### config.mk
export PLATFORM = sky130hd
export DESIGN_NAME = load_store_unit
export DESIGN_NICKNAME = d
export VERILOG_FILES = /design/src/rtl/lsu_pkg.sv /design/src/rtl/lsu_align.sv /design/src/rtl/load_store_unit.sv
export SDC_FILE = /design/constraint.sdc
export NUM_CORES = 1
export LEC_CHECK = 0
export ABC_AREA = 1
export CORE_MARGIN = 1
export CORE_UTILIZATION = 49
export CTS_CLUSTER_DIAMETER = 120
export DETAILED_ROUTE_END_ITERATION = 6
export PLACE_DENSITY_LB_ADDON = 0.2
export SLEW_MARGIN = 30
export SYNTH_ARGS = -nofsm -noshare
export SYNTH_HDL_FRONTEND = slang
export SYNTH_SLANG_ARGS = --single-unit
### constraint.sdc
create_clock -name clk -period 12.7 [get_ports clk]
set_input_delay 3.81 -clock clk [delete_from_list [all_inputs] [get_ports clk]]
set_output_delay 3.81 -clock clk [all_outputs]
set_load 0.005 [all_outputs]
### src/rtl/lsu_pkg.sv
// Shared definitions for the load/store unit: FSM state codes, RV32I funct3
// codes for memory accesses, the default bus timeout and access-decode helpers.
package lsu_pkg;

  typedef logic [1:0] lsu_state_t;

  localparam lsu_state_t ST_IDLE = 2'd0;
  localparam lsu_state_t ST_BUS  = 2'd1;
  localparam lsu_state_t ST_DONE = 2'd2;

  localparam logic [2:0] LB  = 3'b000;
  localparam logic [2:0] LH  = 3'b001;
  localparam logic [2:0] LW  = 3'b010;
  localparam logic [2:0] LBU = 3'b100;
  localparam logic [2:0] LHU = 3'b101;
  localparam logic [2:0] SB  = 3'b000;
  localparam logic [2:0] SH  = 3'b001;
  localparam logic [2:0] SW  = 3'b010;

  localparam int unsigned TIMEOUT_CYC_DEF = 16;

  function automatic logic f3_legal(input logic is_store, input logic [2:0] f3);
    logic ok;
    ok = 1'b0;
    if (is_store) begin
      case (f3)
        SB, SH, SW: ok = 1'b1;
        default:    ok = 1'b0;
      endcase
    end else begin
      case (f3)
        LB, LH, LW, LBU, LHU: ok = 1'b1;
        default:              ok = 1'b0;
      endcase
    end
    return ok;
  endfunction

  // Only meaningful for legal codes; illegal codes are rejected before this matters.
  function automatic logic f3_misaligned(input logic [2:0] f3, input logic [1:0] a);
    logic mis;
    mis = 1'b0;
    case (f3)
      LH, LHU: mis = a[0];
      LW:      mis = (a != 2'b00);
      default: mis = 1'b0;
    endcase
    return mis;
  endfunction

endpackage

### src/rtl/lsu_align.sv
// Combinational lane logic: store byte enables and data replication, load lane
// extraction with sign/zero extension. No state, no backpressure.
module lsu_align
  import lsu_pkg::*;
(
  input  logic        is_store_i,
  input  logic [2:0]  funct3_i,
  input  logic [1:0]  addr_lo_i,
  input  logic [31:0] wdata_i,
  input  logic [31:0] rdata_i,
  output logic [3:0]  be_o,
  output logic [31:0] wdata_o,
  output logic [31:0] load_o
);

  logic [7:0]  byte_sel;
  logic [15:0] half_sel;

  always_comb begin
    byte_sel = rdata_i[7:0];
    case (addr_lo_i)
      2'd0:    byte_sel = rdata_i[7:0];
      2'd1:    byte_sel = rdata_i[15:8];
      2'd2:    byte_sel = rdata_i[23:16];
      default: byte_sel = rdata_i[31:24];
    endcase
    half_sel = addr_lo_i[1] ? rdata_i[31:16] : rdata_i[15:0];
  end

  always_comb begin
    load_o = rdata_i;
    case (funct3_i)
      LB:      load_o = {{24{byte_sel[7]}}, byte_sel};
      LH:      load_o = {{16{half_sel[15]}}, half_sel};
      LBU:     load_o = {24'd0, byte_sel};
      LHU:     load_o = {16'd0, half_sel};
      default: load_o = rdata_i;
    endcase
  end

  always_comb begin
    be_o    = 4'b1111;
    wdata_o = wdata_i;
    case (funct3_i[1:0])
      2'b00: wdata_o = {4{wdata_i[7:0]}};
      2'b01: wdata_o = {2{wdata_i[15:0]}};
      default: wdata_o = wdata_i;
    endcase
    if (is_store_i) begin
      case (funct3_i[1:0])
        2'b00:   be_o = 4'b0001 << addr_lo_i;
        2'b01:   be_o = addr_lo_i[1] ? 4'b1100 : 4'b0011;
        default: be_o = 4'b1111;
      endcase
    end
  end

endmodule

### src/rtl/load_store_unit.sv
// RV32I load/store unit: IDLE -> BUS -> DONE, done two cycles after start at best.
// Holds the bus request until ack or TIMEOUT_CYC cycles; starts while busy are dropped.
module load_store_unit
  import lsu_pkg::*;
#(
  parameter int unsigned TIMEOUT_CYC = TIMEOUT_CYC_DEF
) (
  input  logic        clk,
  input  logic        rst,
  input  logic        start,
  input  logic        mem_rw,
  input  logic [2:0]  funct3,
  input  logic [31:0] addr,
  input  logic [31:0] wdata,
  output logic        busy,
  output logic        done,
  output logic [31:0] rdata_wb,
  output logic        misalign,
  output logic        err,
  output logic        bus_req,
  output logic        bus_we,
  output logic [31:0] bus_addr,
  output logic [31:0] bus_wdata,
  output logic [3:0]  bus_be,
  input  logic        bus_ack,
  input  logic [31:0] bus_rdata
);

  localparam int CNT_W = $clog2(TIMEOUT_CYC + 1);
  localparam logic [CNT_W-1:0] CNT_LAST = CNT_W'(TIMEOUT_CYC - 1);

  lsu_state_t       state_q, state_d;
  logic [CNT_W-1:0] cnt_q, cnt_d;
  logic             we_q, we_d;
  logic [2:0]       f3_q, f3_d;
  logic [31:0]      addr_q, addr_d;
  logic [31:0]      wdata_q, wdata_d;
  logic [31:0]      rdata_q, rdata_d;
  logic             mis_q, mis_d;
  logic             err_q, err_d;

  logic [3:0]  be_w;
  logic [31:0] wrep_w;
  logic [31:0] load_w;
  logic        in_bus;

  lsu_align u_align (
    .is_store_i (we_q),
    .funct3_i   (f3_q),
    .addr_lo_i  (addr_q[1:0]),
    .wdata_i    (wdata_q),
    .rdata_i    (bus_rdata),
    .be_o       (be_w),
    .wdata_o    (wrep_w),
    .load_o     (load_w)
  );

  always_comb begin
    state_d = state_q;
    cnt_d   = cnt_q;
    we_d    = we_q;
    f3_d    = f3_q;
    addr_d  = addr_q;
    wdata_d = wdata_q;
    rdata_d = rdata_q;
    mis_d   = mis_q;
    err_d   = err_q;
    case (state_q)
      ST_IDLE: begin
        mis_d = 1'b0;
        err_d = 1'b0;
        cnt_d = '0;
        if (start) begin
          // Illegal codes take priority: their access size is undefined.
          if (!f3_legal(mem_rw, funct3)) begin
            err_d   = 1'b1;
            state_d = ST_DONE;
          end else if (f3_misaligned(funct3, addr[1:0])) begin
            mis_d   = 1'b1;
            state_d = ST_DONE;
          end else begin
            we_d    = mem_rw;
            f3_d    = funct3;
            addr_d  = addr;
            wdata_d = wdata;
            state_d = ST_BUS;
          end
        end
      end
      ST_BUS: begin
        if (bus_ack) begin
          if (!we_q) rdata_d = load_w;
          state_d = ST_DONE;
        end else if (cnt_q == CNT_LAST) begin
          err_d   = 1'b1;
          state_d = ST_DONE;
        end else begin
          cnt_d = cnt_q + CNT_W'(1);
        end
      end
      ST_DONE: begin
        mis_d   = 1'b0;
        err_d   = 1'b0;
        cnt_d   = '0;
        state_d = ST_IDLE;
      end
      default: begin
        mis_d   = 1'b0;
        err_d   = 1'b0;
        cnt_d   = '0;
        state_d = ST_IDLE;
      end
    endcase
  end

  always_ff @(posedge clk or posedge rst) begin
    if (rst) begin
      state_q <= ST_IDLE;
      cnt_q   <= '0;
      we_q    <= 1'b0;
      f3_q    <= 3'd0;
      addr_q  <= 32'd0;
      wdata_q <= 32'd0;
      rdata_q <= 32'd0;
      mis_q   <= 1'b0;
      err_q   <= 1'b0;
    end else begin
      state_q <= state_d;
      cnt_q   <= cnt_d;
      we_q    <= we_d;
      f3_q    <= f3_d;
      addr_q  <= addr_d;
      wdata_q <= wdata_d;
      rdata_q <= rdata_d;
      mis_q   <= mis_d;
      err_q   <= err_d;
    end
  end

  // Bus outputs are decoded from state so reset removes the request immediately.
  assign in_bus    = (state_q == ST_BUS);
  assign busy      = (state_q != ST_IDLE);
  assign done      = (state_q == ST_DONE);
  assign misalign  = done & mis_q;
  assign err       = done & err_q;
  assign rdata_wb  = rdata_q;
  assign bus_req   = in_bus;
  assign bus_we    = in_bus & we_q;
  assign bus_addr  = in_bus ? {addr_q[31:2], 2'b00} : 32'd0;
  assign bus_wdata = (in_bus & we_q) ? wrep_w : 32'd0;
  assign bus_be    = in_bus ? be_w : 4'b0000;

endmodule
==> results.md <==
* VDD IR max at 88.60 uV
* Flop2flop setup slack at just over 10 ns
* Synth warn at 0
* Seq/Total Area, Yosys at 0.4531
* Initial antenna violation count at 0
* Highest clock rate at approximately 150 MHz
* Detailed-placement wirelength estimate at 11,270 um
* Max_slew headroom at 0.4103
* Element type at the critical path end: output port
* Rows at 40
* Vias in the first global route at 5,532
* Port buffer count at between 200 and 250
* IO Count at 210
* Final period utilization at 0.5112
* Antenna-violating nets left at 0
* Crit path time final at 6.493 ns
* MaxCap Viol Count at 0
* Placed Area at 7989 um^2
* CORE AREA at 12,010 um^2
* Post-route clock skew at 0.008711 ns
* Hold Violations, Final at 0
* Placer Congestion at 0.8690
* # nets final at 1,093
* Gate Count Post-Synth at 812
* First-pass GRT wire length at 27,120 um
* Hold crit path type: flop to flop
* Die X at 112.8 um
* DR vias at about 5,800
* Post-CTS setup buffer count at 0
* Vias/cell at roughly 5.1
* Setup TNS at 0 ns
* Worst r2r dst: f3_q[1]$_DFFE_PP0P_
* Post-route cell area at approximately 8300 um^2
* CTS Buf Count at 9
* Met3 Use GR at 0.06481
* Leak at 4.036 nW
* Layout cells sized above 1 at 0.06653
* Die area at roughly 13,000 um^2
* Net Sw Frac at 0.3761
* Post-synth EDFFs at 0
* Flop pwr share at 0.400
* Post-CTS Hold Buffers at 0
* GR Util All Layers at 0.2662
* Post-layout util at 0.6905
* CTS tree: done
* Mapped cell area at 6020 um^2
* Final wirelength at 16,530 um
* Req. time, crit path at 8.89 ns
* Initial core utilization at 0.5011
* Total iterations of the first detailed-routing run at 6
* PostCTS Resize Cnt at 0
* PD cells at 178.6 nW/um^2
* Critical path launch point type: flop
* Yosys cell types at 35
* Sink Count at approximately 110
* Ys async rst share at 1.000
* Reg-to-reg startpoint: state_q[1]$_DFFE_PP0P_
* Worst-Skew Late Latency at between 0.3 and 0.4 ns
* Setup Viol. Count Final at 0
* Mean post-synth cell area at between 7 and 8 um^2
* Yosys reg bits at 109
* # diodes at 0
* Gr ovfl total at 0
* H-tree depth at 3
* Unrepaired setup endpoints after global routing: false
* Worst-margin pin slew at 0.8846 ns
* DIE HEIGHT at 112.8 um
* Setup Crit Path Kind: flop to output port
* Synth-to-layout area growth at 37.79%
* Clk slew on worst S/H paths at 0.08 ns
* Internal at approximately 0.9 mW
* Worst Hold Slack at 0.4754 ns
* Drt wl/cell at around 15 um
* Root Driver: clkbuf_16
* CP Max Fanout at 39
* Power Total at between 1 and 1.5 mW
* Clk network pwr share at 0.199
* R2R depth at 5
* Hold wc startpoint: wdata_q[18]$_DFFE_PP0P_
* Post-synth top flop: dfrtp_1
* Worst Path Arrival at roughly 2.7 ns
* Hold Crit Depth at 2
* GRT Max-Usage Layer: met2
* Detailed-route DRC error count at 0
* Status: completed
* Net Switching at 0.5573 mW
* Pin count of the biggest net entering global routing at 79
* Comb pwr share at 0.401
* GR Util met1 at 0.3576
* Met2 Resource Use GR at 0.4305
* Initial DRC count at just over 400
* Max clock buf depth at 2
* Worst Hold Path EP: wdata_q[18]$_DFFE_PP0P_
* Slew Viols, Final at 0
[worst max-delay path by stage]
stage	from	end	slack [ns]	cells past startpoint
finish	state_q[1]$_DFFE_PP0P_	bus_wdata[15]	6.21	6
global route	state_q[0]$_DFFE_PP0P_	bus_wdata[15]	6.04	7
CTS	state_q[1]$_DFFE_PP0P_	bus_wdata[31]	6.19	6
detailed placement	funct3[1]	f3_q[1]$_DFFE_PP0P_	6.25	6
global placement	funct3[1]	addr_q[1]$_DFFE_PP0P_	6.35	7
floorplan	rst	addr_q[0]$_DFFE_PP0P_	6.02	1
[registers in the layout, summed over array words and instances, names as in the netlist]
register and count:
addr_q 32, rdata_wb 32, wdata_q 32, cnt_q 5, f3_q 3, state_q 2, err_q 1, mis_q 1
we_q 1
[through the flow]
| step | instances | worst slack [ns] |
|---|---|---|
| after floorplan | 813 | 6.016 |
| after global routing | 1139 | 6.040 |
| after global placement | 1123 | 6.353 |
| after CTS | 1139 | 6.194 |
| final | 1139 | 6.207 |
| after detailed placement | 1123 | 6.252 |
[worst max-delay path, cell delays in order, from the launching register on]
cell and delay [ns]:
dfrtp_1 0.47, nor2_8 0.21, inv_2 0.30, nor2_4 0.32
inv_2 0.20, nor3_1 0.28, clkdlybuf4s50_1 0.55
[cell families (layout without fill, tap and decap cells)]
| logic type | after synthesis | after routing | synth area share |
|---|---|---|---|
| flip-flops | 109 | 109 | 0.4531 |
| buffers and inverters | 135 | 314 | 0.1087 |
| AO/OA/AOI/OAI | 88 | 88 | 0.07691 |
| adder cells (fa/ha/maj) | 2 | 2 | 0.004156 |
| AND/OR/NAND/NOR | 477 | 477 | 0.3565 |
| other | 1 | 2 | 0.0006230 |
[cells in the final DEF (no fill, tap or decap), drive strengths merged]
cell / instances
conb: 2
clkinv: 1
buf: 3
or2: 17
o22ai: 10
a22oi: 1
clkbuf: 9
nand4: 1
inv: 92
and3: 1
nor3: 5
bufinv: 1
o21ai: 30
clkdlybuf4s50: 207
ha: 2
nand3: 90
nor4: 1
clkinvlp: 1
dfrtp: 109
nand2: 255
nor2: 107
a21oi: 47
[power by group through the flow]
stage          registers [mW]  logic, mW  clock network [mW]
6_report                0.593      0.594               0.294
2_1_floorplan           0.569      0.379                   0
3_3_place_gp            0.595      0.581                   0
3_5_place_dp            0.598      0.594                   0
4_1_cts                 0.593      0.596               0.298
5_1_grt                 0.610      0.671               0.313
[cells in the mapped netlist, types with 6 or more instances]
cell type	n	area (um^2)
a21oi_1	45	225.2
buf_2	20	100.1
buf_6	10	112.6
clkbuf_1	11	41.29
dfrtp_1	109	2728
inv_1	79	296.5
inv_2	8	30.03
nand2_1	246	923.4
nand3_1	78	390.4
nand3_2	10	100.1
nor2_1	102	382.9
o21ai_0	24	120.1
o21ai_1	6	30.03
o22ai_1	10	62.56
or2_1	8	50.05
or2_2	9	56.30
[layer usage]
metal / routed length (um) / vias up / share of wire
met5: 0 / - / 0
met4: 252 / 0 / 0.015
met3: 1352 / 22 / 0.082
met2: 7707 / 240 / 0.47
met1: 7214 / 2629 / 0.44
li1: - / 2879 / -
[final cells by class]
| cell class | count | area, um^2 |
|---|---|---|
| Sequential cell | 109 | 2728 |
| Clock inverter | 7 | 80.08 |
| Tap cell | 147 | 183.9 |
| Inverter | 88 | 337.8 |
| Clock buffer | 9 | 225.2 |
| Fill cell | 1053 | 3717 |
| Timing Repair Buffer | 210 | 2098 |
| Multi-Input combinational cell | 569 | 2641 |
No activity file was read; power rests on OpenSTA's default activity.
